==> src/rtl/ser_pkg.sv <==
// rtl/ser_pkg.sv - shared state encoding, width helper and idle level for the serial word feeder
package ser_pkg;

  typedef enum logic {
    ST_IDLE  = 1'b0,
    ST_SHIFT = 1'b1
  } ser_state_t;

  localparam logic IDLE_LEVEL_DEFAULT = 1'b0;

  // Ceiling log2 usable in parameter/localparam expressions.
  function automatic int ser_clog2(input int value);
    int r;
    int v;
    r = 0;
    v = value - 1;
    while (v > 0) begin
      r = r + 1;
      v = v >> 1;
    end
    return r;
  endfunction

endpackage

==> src/rtl/ser_word_fifo.sv <==
// rtl/ser_word_fifo.sv - synchronous word FIFO feeding the serial shifter
module ser_word_fifo
  import ser_pkg::*;
#(
  parameter int DATA_W = 8,
  parameter int DEPTH  = 4
) (
  input  logic                           clk,
  input  logic                           rst,
  input  logic                           wr_en,
  input  logic [DATA_W-1:0]              wr_data,
  input  logic                           rd_en,
  output logic [DATA_W-1:0]              rd_data,
  output logic                           full,
  output logic                           empty,
  output logic [ser_clog2(DEPTH):0]      count
);

  localparam int PTR_W = ser_clog2(DEPTH);
  localparam int CNT_W = PTR_W + 1;

  logic [DATA_W-1:0] mem [DEPTH];
  logic [PTR_W-1:0]  wr_ptr;
  logic [PTR_W-1:0]  rd_ptr;

  // Storage is data-only; validity is tracked by count, so no reset is needed here.
  always_ff @(posedge clk) begin
    if (wr_en) begin
      mem[wr_ptr] <= wr_data;
    end
  end

  // Pointers wrap naturally at DEPTH (power of two); count tracks occupancy.
  always_ff @(posedge clk) begin
    if (rst) begin
      wr_ptr <= '0;
      rd_ptr <= '0;
      count  <= '0;
    end else begin
      if (wr_en) begin
        wr_ptr <= wr_ptr + PTR_W'(1);
      end
      if (rd_en) begin
        rd_ptr <= rd_ptr + PTR_W'(1);
      end
      if (wr_en && !rd_en) begin
        count <= count + CNT_W'(1);
      end else if (rd_en && !wr_en) begin
        count <= count - CNT_W'(1);
      end
    end
  end

  assign rd_data = mem[rd_ptr];
  assign full    = (count == CNT_W'(DEPTH));
  assign empty   = (count == '0);

endmodule

==> src/rtl/serial_word_feeder.sv <==
// rtl/serial_word_feeder.sv - buffers parallel words and shifts them out one bit per clock
module serial_word_feeder
  import ser_pkg::*;
#(
  parameter int   DATA_W     = 8,
  parameter int   DEPTH      = 4,
  parameter bit   MSB_FIRST  = 1'b1,
  parameter logic IDLE_LEVEL = IDLE_LEVEL_DEFAULT
) (
  input  logic              clk,
  input  logic              rst,
  input  logic [DATA_W-1:0] in_data,
  input  logic              in_valid,
  output logic              in_ready,
  output logic              ser_out,
  output logic              ser_valid,
  output logic              word_done,
  output logic              busy
);

  localparam int CNT_W  = ser_clog2(DATA_W);
  localparam int FCNT_W = ser_clog2(DEPTH) + 1;

  ser_state_t        state;
  ser_state_t        next_state;
  logic              load;
  logic              shift;
  logic [CNT_W-1:0]  bit_cnt;
  logic [DATA_W-1:0] shreg;
  logic              ser_out_q;

  logic              fifo_wr;
  logic              fifo_full;
  logic              fifo_empty;
  logic [DATA_W-1:0] fifo_rd_data;
  logic [FCNT_W-1:0] fifo_count;

  // in_ready depends only on registered occupancy, and is held low during reset.
  assign in_ready = !rst && !fifo_full;
  assign fifo_wr  = in_valid && in_ready;

  ser_word_fifo #(
    .DATA_W (DATA_W),
    .DEPTH  (DEPTH)
  ) u_fifo (
    .clk     (clk),
    .rst     (rst),
    .wr_en   (fifo_wr),
    .wr_data (in_data),
    .rd_en   (load),
    .rd_data (fifo_rd_data),
    .full    (fifo_full),
    .empty   (fifo_empty),
    .count   (fifo_count)
  );

  // Shifter state register.
  always_ff @(posedge clk) begin
    if (rst) begin
      state <= ST_IDLE;
    end else begin
      state <= next_state;
    end
  end

  // Decide whether to load a new word, shift the current one, or fall idle.
  always_comb begin
    next_state = state;
    load       = 1'b0;
    shift      = 1'b0;
    case (state)
      ST_IDLE: begin
        if (!fifo_empty) begin
          load       = 1'b1;
          next_state = ST_SHIFT;
        end
      end
      ST_SHIFT: begin
        if (bit_cnt != '0) begin
          shift = 1'b1;
        end else if (!fifo_empty) begin
          // Back-to-back: the next word's first bit follows the last bit directly.
          load = 1'b1;
        end else begin
          next_state = ST_IDLE;
        end
      end
      default: begin
        next_state = ST_IDLE;
      end
    endcase
  end

  // Shift register, bit counter and the registered serial line.
  always_ff @(posedge clk) begin
    if (rst) begin
      shreg     <= '0;
      bit_cnt   <= '0;
      ser_out_q <= IDLE_LEVEL;
    end else if (load) begin
      bit_cnt <= CNT_W'(DATA_W - 1);
      if (MSB_FIRST) begin
        ser_out_q <= fifo_rd_data[DATA_W-1];
        shreg     <= fifo_rd_data << 1;
      end else begin
        ser_out_q <= fifo_rd_data[0];
        shreg     <= fifo_rd_data >> 1;
      end
    end else if (shift) begin
      bit_cnt <= bit_cnt - CNT_W'(1);
      if (MSB_FIRST) begin
        ser_out_q <= shreg[DATA_W-1];
        shreg     <= shreg << 1;
      end else begin
        ser_out_q <= shreg[0];
        shreg     <= shreg >> 1;
      end
    end else begin
      ser_out_q <= IDLE_LEVEL;
    end
  end

  assign ser_out   = ser_out_q;
  assign ser_valid = (state == ST_SHIFT);
  assign word_done = (state == ST_SHIFT) && (bit_cnt == '0);
  assign busy      = (fifo_count != '0) || (state == ST_SHIFT);

endmodule

==> config.mk <==
export PLATFORM = sky130hd
export DESIGN_NAME = serial_word_feeder
export DESIGN_NICKNAME = d
export VERILOG_FILES = /design/src/rtl/ser_pkg.sv /design/src/rtl/ser_word_fifo.sv /design/src/rtl/serial_word_feeder.sv
export SDC_FILE = /design/constraint.sdc
export NUM_CORES = 1
export LEC_CHECK = 0
export ABC_AREA = 1
export CORE_MARGIN = 2
export CORE_UTILIZATION = 30
export CTS_BUF_LIST = sky130_fd_sc_hd__clkbuf_16
export CTS_CLUSTER_SIZE = 30
export DETAILED_ROUTE_END_ITERATION = 6
export GPL_TIMING_DRIVEN = 0
export PLACE_DENSITY = 0.49
export SLEW_MARGIN = 20
export SYNTH_ARGS = -nofsm -noshare
export SYNTH_HDL_FRONTEND = slang
export SYNTH_SLANG_ARGS = --single-unit
==> constraint.sdc <==
create_clock -name clk -period 2.4 [get_ports clk]
set_input_delay 0.24 -clock clk [delete_from_list [all_inputs] [get_ports clk]]
set_output_delay 0.24 -clock clk [all_outputs]
set_load 0.01 [all_outputs]
==> impl_metrics.ini <==
[outcome]
outcome = complete, no violations

[grt]
grt_pass1_wl_um = 7286
overflow = 0
grt_max_degree = 16
first_global_vias = 1453
antenna_found_initial = 0
track_usage_pct = 10.93

[routing]
vias = 1555
drtAntennaViolNets = 0
wl_per_cell_um = 11.10
first_pass_iters = 4
viasPerCell = 4.125
wirelength_um = 4184
drt-initial-drc-count = 42
drc = 0

[setup_path]
arrival_ns = 2.36
r2r_setup_slack_ns = 0.27
endpoint_kind = flop
cp-start-kind = flop
crit_type = reg -> reg
crit_required_ns = 2.62
cp_max_fo = 9

[timing]
fin_tns_setup_ns = 0
hold_violations = 0
fin_skew_ns = 0.004519
period_share_pct = 88.92
hold-worst-slack_ns = 0.4697
fin_crit_ns = 2.134
slew_headroom_pct = 45.77
max_freq_mhz = 468.6
setup_violations = 0
tightest_slew_ns = 0.8105
rsz0062_at_grt = no
maxSlewViolCount = 0

[clock_network]
cts_resized = 0
cts_hold_buf = 0
cts_buffers = 5
clk_latency_ns = 0.29
cts.sinks = 53
cts_buffer_depth = 2
htreeDepth = 2
clk_pin_slew_ns = 0.06
post_cts.repair.setup_buffers = 0
cts_root_buffer = clkbuf_16
cts_tree = built

[layout]
final_layout_size_suffix_gt1_share_pct = 15.27
nNetsFinal = 293
mostFrequentLayoutCells = 70 x nand2_1, 36 x inv_1, 32 x edfxtp_1
n_antenna_cell = 0
syn_to_final_growth_pct = 17.18
final_cell_area_sq_um = 2833
final_common_cell = nand2_1

[job]
cap_violations = 0

[placed_design]
dpl.hpwl_um = 2968
gp_congestion = 0.7022
portBuffers = 15
post_dp_cell_area_sq_um = 2695

[die]
core_area_sq_um = 7767
dieArea_sq_um = 8792
fp.dieH_um = 93.77
die_w_um = 93.77
io_pins = 16
rows = 32
initial_core_util_pct = 31.12

[logic_synthesis]
syn_area_per_cell_sq_um = 9.593
ys_types = 29
syn_area_sq_um = 2417
synth_cells = 252
ys_seq_elements = 53
ys_warn_count = 0
yosysSeqAreaShare_pct = 57.14
synth_nets = 271

[pwr]
cellPowerDensity_nw_per_um2 = 1079
leakagePower_nw = 1.174
ir_drop_uv = 335.6

[worst_hold_path]
hold_class = reg -> reg
## cells by family after synthesis
family / after synthesis / share of synthesized area, %
adder cells (fa/ha/maj): 8 / 4.451
flip-flops: 53 / 57.14
AO/OA/AOI/OAI: 30 / 7.557
buffers and inverters: 48 / 9.368
AND/OR/NAND/NOR: 113 / 21.48
## worst paths after layout
path | from | endpoint | depth (start not counted)
max | bit_cnt[0]$_SDFFE_PP0P_ | u_fifo.count[2]$_SDFFE_PP0P_ | 12
min | shreg[1]$_SDFFE_PP0P_ | shreg[1]$_SDFFE_PP0P_ | 2
max reg2reg | bit_cnt[0]$_SDFFE_PP0P_ | u_fifo.count[2]$_SDFFE_PP0P_ | 12
min reg2reg | shreg[1]$_SDFFE_PP0P_ | shreg[1]$_SDFFE_PP0P_ | 2
## metrics by stage
stage | util [%] | std cells | power (mW) | setup WS (ns)
3_3_place_gp | 34.70 | 369 | 2.417 | 0.1580
5_1_grt | 36.47 | 377 | 3.331 | 0.07308
3_5_place_dp | 34.70 | 369 | 2.427 | 0.1477
2_1_floorplan | - | 252 | 2.118 | 0.3922
6_report | 36.47 | 377 | 3.058 | 0.2659
4_1_cts | 36.47 | 377 | 3.114 | 0.2449
## power by group
| group | internal (mW) | switching, mW | total (mW) | leakage, nW |
|---|---|---|---|---|
| combinational | 0.446 | 0.712 | 1.16 | 0.645 |
| sequential | 1.14 | 0.0877 | 1.22 | 0.464 |
| clock | 0.377 | 0.298 | 0.675 | 0.0648 |
## flip-flops by register name, summed over array words and instances (netlist names), named ones only
name and cells:
u_fifo.count 3, shreg 7, u_fifo.mem 32, u_fifo.wr_ptr 2, u_fifo.rd_ptr 2, bit_cnt 3
ser_valid 1, ser_out 1
## critical path, stage by stage (launching register included)
cell,delay (ns)
dfxtp_1,0.34
inv_1,0.06
ha_1,0.20
nand2_2,0.09
nand2_4,0.11
nand2_4,0.12
ha_1,0.14
inv_1,0.06
fa_1,0.37
or2_2,0.30
nand2_1,0.09
o21ai_0,0.07
a21oi_1,0.11
## cell usage after synthesis (all sizes together)
master,instances,area [sq um]
nand2,82,347.8
inv,41,161.4
edfxtp,32,960.9
dfxtp,21,420.4
a21oi,15,97.59
nand3,15,90.09
nor2,14,67.56
o21ai,12,63.81
ha,7,87.58
buf,4,47.54
clkbuf,2,8.750
o211ai,2,15.01
a31oi,1,6.260
clkinv,1,8.760
fa,1,20.02
nor3b,1,7.510
or2,1,6.260
## area by class of cell
class | instances | area [sq um]
buffer | 6 | 56.30
clock buffer | 5 | 125.1
clock inverter | 3 | 12.51
fill | 806 | 4935
inverter | 42 | 170.2
multi-input combinational | 151 | 809.5
sequential | 53 | 1381
tap | 102 | 127.6
timing repair buffer | 15 | 150.1
## layer usage
metal | share of wire [%] | wire length (um) | up-vias | track usage (%)
li1 | - | - | 850 | -
met1 | 48 | 2018 | 677 | 14.73
met2 | 47 | 1956 | 21 | 16.90
met3 | 3.1 | 130 | 7 | 2.648
met4 | 1.9 | 78 | 0 | 4.348
met5 | 0 | 0 | - | 0
(Power assumes the default switching activity.)
